### config.mk
export PLATFORM = sky130hd
export DESIGN_NAME = seven_segment_scan_decoder_flat
export DESIGN_NICKNAME = d
export VERILOG_FILES = /design/src/rtl/seven_segment_scan_decoder_if.sv /design/src/rtl/seven_segment_scan_decoder.sv /design/src/flat_wrapper.sv
export SDC_FILE = /design/constraint.sdc
export NUM_CORES = 1
export LEC_CHECK = 0
export BUFFER_PORTS_ARGS = -buffer_cell sky130_fd_sc_hd__buf_2
export CAP_MARGIN = 20
export CORE_MARGIN = 8
export CORE_UTILIZATION = 25
export DETAILED_ROUTE_END_ITERATION = 16
export GPL_TIMING_DRIVEN = 0
export PLACE_DENSITY = 0.41
export SETUP_SLACK_MARGIN = 0.05
export SKIP_CTS_REPAIR_TIMING = 1
export SLEW_MARGIN = 20
export SYNTH_ARGS = -nofsm -noshare
export SYNTH_HDL_FRONTEND = slang
export SYNTH_SLANG_ARGS = --single-unit
### constraint.sdc
create_clock -name clk -period 5 [get_ports clk]
set_clock_uncertainty 0.15 [all_clocks]
set_input_delay 0.75 -clock clk [delete_from_list [all_inputs] [get_ports clk]]
set_output_delay 0.75 -clock clk [all_outputs]
set_load 0.005 [all_outputs]
### src/rtl/seven_segment_scan_decoder_if.sv
// Pin-side bundle of the seven-segment scan decoder: raw display drive in,
// recovered digits and frame status out.
interface seven_segment_scan_decoder_if #(
  parameter int DIGITS = 4
);
  logic [6:0]          seven_segment;
  logic [DIGITS-1:0]   digit_select;
  logic                capture_enable;
  logic [4*DIGITS-1:0] bcd_digits;
  logic [DIGITS-1:0]   bcd_valid;
  logic                frame_valid;
  logic                frame_strobe;
  logic                pattern_error;

  modport master (
    output seven_segment, digit_select, capture_enable,
    input  bcd_digits, bcd_valid, frame_valid, frame_strobe, pattern_error
  );

  modport slave (
    input  seven_segment, digit_select, capture_enable,
    output bcd_digits, bcd_valid, frame_valid, frame_strobe, pattern_error
  );
endinterface

### src/rtl/seven_segment_scan_decoder.sv
// Samples a multiplexed seven-segment display bus, waits for each digit's
// drive to settle, and recovers per-digit BCD values plus frame completion.
module seven_segment_scan_decoder #(
  parameter int DIGITS         = 4,
  parameter int STABLE_CYCLES  = 4,
  parameter bit ACTIVE_LOW_SEG = 1'b0,
  parameter bit ACTIVE_LOW_SEL = 1'b0
) (
  input  logic                         clk,
  input  logic                         rst,
  seven_segment_scan_decoder_if.slave  bus
);

  localparam int               CNT_W   = $clog2(STABLE_CYCLES + 1);
  localparam logic [CNT_W-1:0] CNT_MAX = CNT_W'(STABLE_CYCLES);

  typedef struct packed {
    logic       legal;
    logic       blank;
    logic [3:0] value;
  } seg_decode_t;

  function automatic seg_decode_t decode_seg(input logic [6:0] seg);
    seg_decode_t d;
    d = '{legal: 1'b1, blank: 1'b0, value: 4'h0};
    case (seg)
      7'h3F: d.value = 4'd0;
      7'h06: d.value = 4'd1;
      7'h5B: d.value = 4'd2;
      7'h4F: d.value = 4'd3;
      7'h66: d.value = 4'd4;
      7'h6D: d.value = 4'd5;
      7'h7D: d.value = 4'd6;
      7'h07: d.value = 4'd7;
      7'h7F: d.value = 4'd8;
      7'h6F: d.value = 4'd9;
      7'h00:   d = '{legal: 1'b0, blank: 1'b1, value: 4'hF};
      default: d = '{legal: 1'b0, blank: 1'b0, value: 4'hE};
    endcase
    return d;
  endfunction

  // Input synchronizers and the previous-cycle copy used for change detection.
  logic [6:0]        seg_meta, seg_sync, seg_norm, seg_prev;
  logic [DIGITS-1:0] sel_meta, sel_sync, sel_norm, sel_prev;

  logic [CNT_W-1:0]    stable_cnt;
  logic                captured;
  logic [DIGITS-1:0]   seen_mask;

  logic [4*DIGITS-1:0] digits_q;
  logic [DIGITS-1:0]   valid_q;
  logic                frame_valid_q;
  logic                frame_strobe_q;
  logic                pattern_error_q;

  logic                hold_break;
  logic                capture;
  seg_decode_t         dec;
  logic [4*DIGITS-1:0] digits_next;
  logic [DIGITS-1:0]   valid_next;
  logic [DIGITS-1:0]   seen_next;

  always_ff @(posedge clk) begin
    // NOTE: non-blocking assignments make every flop sample the pre-edge
    // value, so the two synchronizer stages really are two cycles apart.
    if (rst) begin
      seg_meta <= '0;
      seg_sync <= '0;
      sel_meta <= '0;
      sel_sync <= '0;
      seg_prev <= '0;
      sel_prev <= '0;
    end else begin
      seg_meta <= bus.seven_segment;
      seg_sync <= seg_meta;
      sel_meta <= bus.digit_select;
      sel_sync <= sel_meta;
      seg_prev <= seg_norm;
      sel_prev <= sel_norm;
    end
  end

  always_comb begin
    // NOTE: every signal gets a default before any branch, so no path can
    // leave one unassigned and infer a latch.
    seg_norm    = ACTIVE_LOW_SEG ? ~seg_sync : seg_sync;
    sel_norm    = ACTIVE_LOW_SEL ? ~sel_sync : sel_sync;
    digits_next = digits_q;
    valid_next  = valid_q;
    seen_next   = seen_mask;

    // Any scan transition, ghost (zero or multiple selects) or disable
    // restarts the settling window.
    hold_break = !bus.capture_enable || !$onehot(sel_norm) ||
                 (sel_norm != sel_prev) || (seg_norm != seg_prev);
    capture    = !hold_break && !captured && (stable_cnt == CNT_MAX);
    dec        = decode_seg(seg_norm);

    if (capture) begin
      for (int i = 0; i < DIGITS; i++) begin
        if (sel_norm[i]) begin
          digits_next[4*i +: 4] = dec.value;
          valid_next[i]         = dec.legal;
          seen_next[i]          = 1'b1;
        end
      end
    end
  end

  always_ff @(posedge clk) begin
    if (rst) begin
      stable_cnt <= '0;
      captured   <= 1'b0;
    end else if (hold_break) begin
      stable_cnt <= '0;
      captured   <= 1'b0;
    end else begin
      if (stable_cnt != CNT_MAX) stable_cnt <= stable_cnt + 1'b1;
      if (capture)               captured   <= 1'b1;
    end
  end

  always_ff @(posedge clk) begin
    if (rst) begin
      digits_q        <= {DIGITS{4'hF}};
      valid_q         <= '0;
      frame_valid_q   <= 1'b0;
      frame_strobe_q  <= 1'b0;
      pattern_error_q <= 1'b0;
      seen_mask       <= '0;
    end else begin
      frame_strobe_q  <= 1'b0;
      pattern_error_q <= 1'b0;
      if (capture) begin
        digits_q        <= digits_next;
        valid_q         <= valid_next;
        pattern_error_q <= !dec.legal && !dec.blank;
        // The capture that fills the mask closes the frame and starts the next.
        if (&seen_next) begin
          frame_strobe_q <= 1'b1;
          frame_valid_q  <= &valid_next;
          seen_mask      <= '0;
        end else begin
          seen_mask <= seen_next;
        end
      end else if (!bus.capture_enable) begin
        seen_mask <= '0;
      end
    end
  end

  assign bus.bcd_digits    = digits_q;
  assign bus.bcd_valid     = valid_q;
  assign bus.frame_valid   = frame_valid_q;
  assign bus.frame_strobe  = frame_strobe_q;
  assign bus.pattern_error = pattern_error_q;

endmodule

### src/flat_wrapper.sv
// flat-port wrapper written by rule: the top's interface ports become plain ports
module seven_segment_scan_decoder_flat 
#(
  parameter int DIGITS         = 4,
  parameter int STABLE_CYCLES  = 4,
  parameter bit ACTIVE_LOW_SEG = 1'b0,
  parameter bit ACTIVE_LOW_SEL = 1'b0
)
  (clk, rst, bus_seven_segment, bus_digit_select, bus_capture_enable, bus_bcd_digits, bus_bcd_valid, bus_frame_valid, bus_frame_strobe, bus_pattern_error);
  seven_segment_scan_decoder_if #(.DIGITS(DIGITS)) bus_i ();
  input  logic clk;
  input  logic rst;
  input wire logic [$bits(bus_i.seven_segment)-1:0] bus_seven_segment;
  input wire logic [$bits(bus_i.digit_select)-1:0] bus_digit_select;
  input wire logic [$bits(bus_i.capture_enable)-1:0] bus_capture_enable;
  output wire logic [$bits(bus_i.bcd_digits)-1:0] bus_bcd_digits;
  output wire logic [$bits(bus_i.bcd_valid)-1:0] bus_bcd_valid;
  output wire logic [$bits(bus_i.frame_valid)-1:0] bus_frame_valid;
  output wire logic [$bits(bus_i.frame_strobe)-1:0] bus_frame_strobe;
  output wire logic [$bits(bus_i.pattern_error)-1:0] bus_pattern_error;
  assign bus_i.seven_segment = bus_seven_segment;
  assign bus_i.digit_select = bus_digit_select;
  assign bus_i.capture_enable = bus_capture_enable;
  assign bus_bcd_digits = bus_i.bcd_digits;
  assign bus_bcd_valid = bus_i.bcd_valid;
  assign bus_frame_valid = bus_i.frame_valid;
  assign bus_frame_strobe = bus_i.frame_strobe;
  assign bus_pattern_error = bus_i.pattern_error;
  seven_segment_scan_decoder #(.DIGITS(DIGITS), .STABLE_CYCLES(STABLE_CYCLES), .ACTIVE_LOW_SEG(ACTIVE_LOW_SEG), .ACTIVE_LOW_SEL(ACTIVE_LOW_SEL)) u_core (.clk(clk), .rst(rst), .bus(bus_i));
endmodule
## Yosys cells after proc, flatten, opt, wreduce, memory -nomap -nowiden

Cells that the tools add are included.

- Add/subtract/negate cells: 4
- Bitwise logic cells: 1
- Multiplexer cells: 16
- Equality and inequality tests: 16
- Reduce and logical (&&, ||, !) cells: 23

Operators by type and width:

| cell | count |
|---|---|
| == test 7 bit, second input constant | 7 |
| case mux 4 bit (11 select lines) | 1 |
| 2-to-1 mux 4 bit | 5 |
| == test 7 x 3 -> 1 bit, second input constant | 2 |
| OR reduction 10 bit | 1 |
| 2-to-1 mux 1 bit | 9 |
| AND reduction 2 bit | 4 |
| AND reduction 4 bit | 2 |
| == test 7 x 6 -> 1 bit, second input constant | 1 |
| zero test 7 bit | 1 |
| inequality test 7 bit | 1 |
| zero test 1 bit | 6 |
| AND reduction 5 bit | 1 |
| adder 1 x 1 -> 2 bit | 2 |
| inequality test 4 bit | 1 |
| case mux 2 bit (2 select lines) | 1 |
| OR reduction 2 bit | 2 |
| adder 3 x 1 -> 3 bit, second input constant | 1 |
| adder 3 bit | 1 |
| == test 3 x 1 -> 1 bit, second input constant | 1 |
| == test 3 bit, second input constant | 1 |
| logical AND 1 bit | 3 |
| logical OR 1 bit | 3 |
| inequality test 3 bit, second input constant | 1 |
| other kinds (2) | 2 |

- Input port bits: 14
- Register bits after elaboration: 64
- Output and inout bits: 23

## Logic depth before layout (Yosys ltp)

Gate-level depths: netlist of the first run.

- Depth in word-level cells: 14
- Depth in mapped cells: 9

## Worst setup path after synthesis of the first run

Ideal clock, no wire load.

- Path kind: reg-to-reg
- Start point: register u_core.sel_sync[0] (netlist: u_core.sel_norm[0])
- End point: register u_core.digits_q[11] (netlist: u_core.bus.bcd_digits[11])
- Path buffers: 0
- Setup slack: 2.125 ns
- Arrival time: 2.605 ns
- Stages on the path, launching flop included: 10
- Library setup time: 0.120 ns
- Data required time: 4.730 ns
- Cell sequence: dfxtp_1 -> ha_1 -> ha_1 -> fa_1 -> nor4bb_1 -> nand4b_1 -> nor4_4 -> nand2_2 -> and2_0 -> a211o_1

- Cells in the longest elaborated chain, start to end: 11

Ends and longest elaborated chain:

| element | line | source |
|---|---|---|
| start, declared | seven_segment_scan_decoder.sv:45 | `logic [DIGITS-1:0] sel_meta, sel_sync, sel_norm, sel_prev;` |
| start signal, assigned | seven_segment_scan_decoder.sv:78 | `sel_sync <= sel_meta;` |
| adder 1 x 1 -> 2 bit (implied by the code) | seven_segment_scan_decoder.sv:95 | `hold_break = !bus.capture_enable \|\| !$onehot(sel_norm) \|\|` |
| adder 3 bit (implied by the code) | seven_segment_scan_decoder.sv:95 |  |
| == test 3 x 1 -> 1 bit | seven_segment_scan_decoder.sv:95 |  |
| zero test 1 bit | seven_segment_scan_decoder.sv:95 |  |
| logical OR 1 bit | seven_segment_scan_decoder.sv:95 |  |
| logical OR 1 bit (*) | seven_segment_scan_decoder.sv:95 |  |
| logical OR 1 bit (*) | seven_segment_scan_decoder.sv:96 | `(sel_norm != sel_prev) \|\| (seg_norm != seg_prev);` |
| zero test 1 bit (*) | seven_segment_scan_decoder.sv:97 | `capture = !hold_break && !captured && (stable_cnt == CNT_MAX);` |
| logical AND 1 bit (*) (2 in series) | seven_segment_scan_decoder.sv:97 |  |
| AND reduction 2 bit (no line) (*) | -- |  |
| end signal, assigned | seven_segment_scan_decoder.sv:126 | `digits_q <= {DIGITS{4'hF}};` |
| end signal, assigned | seven_segment_scan_decoder.sv:136 | `digits_q <= digits_next;` |
| end, declared | seven_segment_scan_decoder.sv:51 | `logic [4*DIGITS-1:0] digits_q;` |

Mark *: on every way between the ends. The rest lies on a longest branch, timed or not.
A chain may end at the register's enable or synchronous reset.

## Worst setup path in the final report of the first run

Same ends and word-level chain as after synthesis.

==> flow_summary.json, run 1 <==
{
  "outcome": "finished clean",
  "final_max_slew_viol_count": 0,
  "grt_antenna_before_repair": 0,
  "clkLatencyLatePin_ns": 0.34,
  "worstSetupStartpointType": "register",
  "numPortBuffers": 35,
  "start_util_pct": 25.6,
  "worst_slew_pin_slew_ns": 0.671,
  "drcViolationCount": 0,
  "syn-num-nets": 300,
  "period_share_pct": 67.4,
  "path_delay_family": "simple AND/OR/NAND/NOR gates",
  "syn_inst": 280,
  "clock_path_buffers": 2,
  "antenna_cells": 0,
  "syn_area_sq_mm": 0.00263,
  "final_cell_count_no_fill": 467,
  "hp-class": "register to register",
  "fin_util_pct": 30.9,
  "cts_buffers": 9,
  "hold_viol_final": 0,
  "max-slew-margin-rel_pct": 54.8,
  "async_flop_share_pct": 0,
  "rsz0062_at_grt": "no",
  "synth-seq-area-share_pct": 48.7,
  "yosysUniqueCellTypes": 48,
  "arrival_ns": 3.46,
  "holdWs_ns": 0.284,
  "die_height_um": 119,
  "required_ns": 5.09,
  "p_leak_uw": 0.00128,
  "cts_htree_levels": 3,
  "yosys_warnings": 0,
  "ant_nets": 0,
  "die_w_um": 119,
  "layout_common_cells": "64 x dfxtp_1, 37 x buf_2, 31 x nor2b_1",
  "setup_viol": 0,
  "syn2layout_area_growth_pct": 20.6,
  "cts.clk_slew.worst_paths_ns": 0.07,
  "first_global_vias": 2121,
  "crit_chain": "ha_1, ha_1, fa_1, nor4bb_1, nand4b_1, nor4_4, nand2_2, and2_0, a211o_1",
  "drt_pass1_iterations": 4,
  "cpMaxStageDelayCell": "nor4_4",
  "synth.avg_cell_area_sq_um": 9.39,
  "critical_path_buf_inv_count": 0,
  "final_nets": 346,
  "powerDensity_mw_per_mm2": 327,
  "setup_slack_ns": 1.63,
  "cts_sinks": 64,
  "synth_edf_count": 0,
  "end_kind": "register",
  "drt-initial-drc-count": 79,
  "drv_cap": 0,
  "post-route-min-period_ns": 3.37,
  "fp-row-count": 37,
  "wl_per_cell_um": 13.9,
  "vias": 2081,
  "track_usage_pct": 9.84,
  "pre_cts_slack_ns": 1.63,
  "final_common_cell": "dfxtp_1",
  "crit_path_frequent_cell": "ha_1",
  "cts-root-buf": "clkbuf_8",
  "ys.flop_type": "dfxtp_1",
  "cpPeakStageDelay_ns": 0.54,
  "path_max_fanout": 10,
  "dp_cells": 451,
  "vias_per_cell": 4.46,
  "grt_overflow": 0,
  "path_class": "register to register",
  "max_clock_freq_mhz": 297,
  "core_sq_mm": 0.0103,
  "post-dp-hpwl_mm": 4.72,
  "drive_gt1_share_pct": 18.1,
  "boundaryPins": 37,
  "grt_pass1_wl_mm": 11.0,
  "ir_drop_mv": 0.123,
  "place_congestion": 0.739,
  "wirelength_mm": 6.48,
  "synth_seq_cells": 64,
  "dieArea_sq_mm": 0.0141,
  "grt_max_degree": 12,
  "cts_tree": "built",
  "tns_ns": 0
}
-- worst register-to-register path, cell delays in order (launching register included) --
cell and delay [ns]:
dfxtp_1 0.32, ha_1 0.29, ha_1 0.21, fa_1 0.43
nor4bb_1 0.39, nand4b_1 0.22, nor4_4 0.54, nand2_2 0.25
and2_0 0.22, a211o_1 0.25
-- flip-flops by register name (all words and copies together) (netlist names), 3 cells and up --
name                   cells
u_core.bus.bcd_digits     16
u_core.bus.bcd_valid       4
u_core.seen_mask           4
u_core.seg_meta            7
u_core.seg_norm            7
u_core.seg_prev            7
u_core.sel_meta            4
u_core.sel_norm            4
u_core.sel_prev            4
u_core.stable_cnt          3
-- cell families (layout without fill, tap and decap cells) --
family	Yosys count	in the layout	synth area share, %
and+or+nand+nor	115	115	25.4
DFF	64	64	48.7
AOI/OAI and AO/OA	54	54	13.7
buffers and inverters	26	77	3.95
xor gates and xnor gates	14	14	4.66
adders and majority gates	6	6	3.14
muxes	1	1	0.381
-- routing by layer --
metal  vias up  wire length, um  global-route usage (%)  part of all wire, %
met3         6              280                    3.76                  4.3
met2        36             2970                    15.0                   46
met1       985             3170                    12.4                   49
met4         0               59                    3.56                 0.91
met5         -                0                       0                    0
li1       1054                -                       -                    -
-- synth_stat cells, types with 2 or more instances --
| cell | number | share of area [%] |
|---|---|---|
| ha_1 | 5 | 2.4 |
| nor4bb_1 | 2 | 0.76 |
| buf_2 | 2 | 0.38 |
| or4_1 | 2 | 0.57 |
| a21oi_1 | 15 | 2.9 |
| nand4b_1 | 2 | 0.67 |
| xnor2_1 | 8 | 2.7 |
| nand2_2 | 3 | 0.71 |
| a211o_1 | 5 | 1.7 |
| o21ai_1 | 2 | 0.38 |
| and2_0 | 3 | 0.71 |
| nand3b_1 | 2 | 0.57 |
| o2111ai_1 | 2 | 0.67 |
| dfxtp_1 | 64 | 49 |
| nand2_1 | 14 | 2.0 |
| clkbuf_1 | 15 | 2.1 |
| nand3_1 | 4 | 0.76 |
| nor2b_1 | 31 | 7.4 |
| nor2_1 | 24 | 3.4 |
| nand2b_1 | 3 | 0.71 |
| nor4b_1 | 3 | 1.0 |
| and2_1 | 2 | 0.48 |
| nor3_1 | 4 | 0.76 |
| o21ai_0 | 8 | 1.5 |
| nor4_1 | 2 | 0.48 |
| inv_1 | 8 | 1.1 |
| a21o_1 | 2 | 0.57 |
| o21a_1 | 6 | 1.7 |
| and3_1 | 4 | 0.95 |
| nand4_1 | 3 | 0.71 |
| xor2_1 | 6 | 2.0 |
| o211a_1 | 2 | 0.76 |
| o211ai_1 | 7 | 2.0 |
-- final timing paths --
check | cells past startpoint | slack, ns | start | endpoint
min reg2reg | 1 | 0.28 | u_core.seg_meta[3] | u_core.seg_norm[3]
max reg2reg | 9 | 1.63 | u_core.sel_norm[0] | u_core.bus.bcd_digits[11]
max | 9 | 1.63 | u_core.sel_norm[0] | u_core.bus.bcd_digits[11]
min | 1 | 0.28 | u_core.seg_meta[3] | u_core.seg_norm[3]
-- power by group --
group | switching [uW] | internal, uW | total (uW)
Sequential | 3.54 | 520 | 524
Combinational | 40.4 | 27.8 | 68.3
Clock | 203 | 243 | 446
Total | 247 | 791 | 1040
-- stage by stage --
stage,area [sq um],power (uW)
after floorplan,2630,584
after global placement,2980,605
after detailed placement,2980,605
after CTS,3170,1060
after global routing,3170,1090
final,3170,1040
-- layout make-up --
class | count | area (sq um)
fillers | 1112 | 7100
flip-flops and latches | 64 | 1280
inverters | 8 | 30.0
repair buffers | 35 | 175
multi-input cells | 190 | 1240
clock inverters | 5 | 56.3
clock buffers | 11 | 141
plain buffers | 18 | 73.8
well taps | 136 | 170
No activity file was read; power rests on OpenSTA's default activity.
==> inputs of run 2 (changes only) <==
==> constraint.sdc (replaced) <==
create_clock -name clk -period 3.5 [get_ports clk]
set_clock_uncertainty 0.15 [all_clocks]
set_input_delay 0.525 -clock clk [delete_from_list [all_inputs] [get_ports clk]]
set_output_delay 0.525 -clock clk [all_outputs]
set_load 0.005 [all_outputs]
==> run 2 against run 1 <==
Effect of this change: final cell count is 0.64% higher; worst setup slack got worse by 1.3 ns; first-iteration DRC count shrank 18%; sequential cell count unchanged; die area stayed put; critical path depth grew 1; sequential power is 43% higher; sequential share of layout area decreased by 0.28 points; global-route usage unchanged; clock-buffer cell count did not move; design area grew 0.71%; largest cell class unchanged; largest power group unchanged.
==> flow_summary.json, run 2 (synthesis gave the netlist of run 1 again) <==
{
  "cts_tree": "built",
  "required_ns": 3.59,
  "clkLatencyLatePin_ns": 0.35,
  "drive_gt1_share_pct": 18.9,
  "final_nets": 349,
  "layout_common_cells": "64 x dfxtp_1, 37 x buf_2, 31 x nor2b_1",
  "end_kind": "register",
  "worstSetupStartpointType": "register",
  "hp-class": "primary input to register",
  "setup_viol": 0,
  "period_share_pct": 91.7,
  "drt-met1-wl_mm": 3.21,
  "vias_per_cell": 4.47,
  "drt-initial-drc-count": 65,
  "post-dp-hpwl_mm": 4.72,
  "dr.max_layer_used": "met4",
  "final_common_cell": "dfxtp_1",
  "largest_reg_flops": 16,
  "die_height_um": 119,
  "vias": 2102,
  "first_global_vias": 2121,
  "boundaryPins": 37,
  "hold_start": "bus_seven_segment[5]",
  "worst_slew_pin_slew_ns": 0.687,
  "antenna_cells": 0,
  "holdWs_ns": 0.233,
  "grt_antenna_before_repair": 0,
  "numPortBuffers": 35,
  "track_usage_pct": 9.84,
  "drcViolationCount": 0,
  "wirelength_mm": 6.52,
  "hold_viol_final": 0,
  "ir_drop_mv": 0.175,
  "place_congestion": 0.739,
  "fin_util_pct": 31.1,
  "cts_htree_levels": 3,
  "rrSetupSlack_ns": 0.29,
  "arrival_ns": 3.31,
  "cts-root-buf": "clkbuf_8",
  "p_leak_uw": 0.00130,
  "post-route-min-period_ns": 3.21,
  "syn2layout_area_growth_pct": 21.5,
  "grt_overflow": 0,
  "max-slew-margin-rel_pct": 53.7,
  "start_util_pct": 25.6,
  "dieArea_sq_mm": 0.0141,
  "tns_ns": 0,
  "path_max_fanout": 7,
  "holdPathStages": 2,
  "cts_sinks": 64,
  "ant_nets": 0,
  "rsz0062_at_grt": "no",
  "outcome": "finished clean",
  "die_w_um": 119,
  "drt_pass1_iterations": 4,
  "holdPathEnd": "u_core.seg_meta[5]",
  "final_max_slew_viol_count": 0,
  "rr_worst_depth": 10,
  "fp-row-count": 37,
  "grt_max_degree": 12,
  "core_sq_mm": 0.0103,
  "max_clock_freq_mhz": 311,
  "fillers": 1111,
  "drv_cap": 0,
  "cts_buffers": 9,
  "clock_path_buffers": 2,
  "path_class": "register to register",
  "grt_pass1_wl_mm": 11.0,
  "timing.rr.start": "u_core.sel_norm[0]",
  "powerDensity_mw_per_mm2": 465,
  "cts.clk_slew.worst_paths_ns": 0.07,
  "met2_length_mm": 2.98,
  "wl_per_cell_um": 13.9,
  "r2r-end": "u_core.bus.bcd_digits[11]",
  "route.met3.wl_um": 275
}
-- run 2: cell count changes in the layout (fill, tap and decap cells not counted), sizes merged --
| cell | delta |
|---|---|
| buf | +3 |
-- run 2: layer usage --
layer	vias up	track usage (%)
met5	-	0
met4	0	3.56
met3	6	3.76
met2	38	15.0
met1	1000	12.4
li1	1058	-
-- run 2: how the worst max path moves through the flow --
stage / from / to / slack, ns / cells past startpoint
final: u_core.sel_norm[0] / u_core.bus.bcd_digits[11] / 0.29 / 10
after global routing: u_core.sel_norm[0] / u_core.bus.pattern_error / 0.09 / 8
after CTS: u_core.sel_norm[0] / u_core.bus.bcd_digits[11] / 0.11 / 9
after detailed placement: u_core.sel_norm[0] / u_core.bus.bcd_digits[11] / 0.13 / 9
after global placement: u_core.sel_norm[0] / u_core.bus.bcd_digits[11] / 0.17 / 9
after floorplan: u_core.sel_norm[0] / u_core.bus.bcd_digits[11] / 0.63 / 9
-- run 2: final cells by class --
class / instances / area, sq um / area share (%)
clock inverters: 5 / 56.3 / 1.76
clock buffers: 11 / 141 / 4.42
inverters: 8 / 30.0 / 0.940
plain buffers: 18 / 73.8 / 2.31
multi-input cells: 190 / 1240 / 39.0
well taps: 136 / 170 / 5.32
repair buffers: 38 / 198 / 6.19
flip-flops and latches: 64 / 1280 / 40.1
-- run 2: report_power, final --
part           switching, uW  total (uW)  internal, uW
combinational           58.0        97.7          39.6
sequential              5.03         748           743
clock                    294         641           347
total                    357        1490          1130
-- run 2: critical path, cell delays in order (launching register included) --
cell and delay, ns:
dfxtp_1 0.32, ha_1 0.29, ha_1 0.21, fa_1 0.43, nor4bb_1 0.39, nand4b_1 0.22
nor4_4 0.28, buf_4 0.20, nand2_2 0.13, and2_0 0.22, a211o_1 0.25
-- run 2: stage by stage --
stage | setup slack [ns] | std cells | total power [uW] | instance area (sq um)
3_3_place_gp | 0.169 | 451 | 864 | 2980
3_5_place_dp | 0.126 | 451 | 864 | 2980
4_1_cts | 0.115 | 467 | 1510 | 3170
6_report | 0.289 | 470 | 1490 | 3200
2_1_floorplan | 0.625 | 280 | 834 | 2630
5_1_grt | 0.0910 | 470 | 1550 | 3200
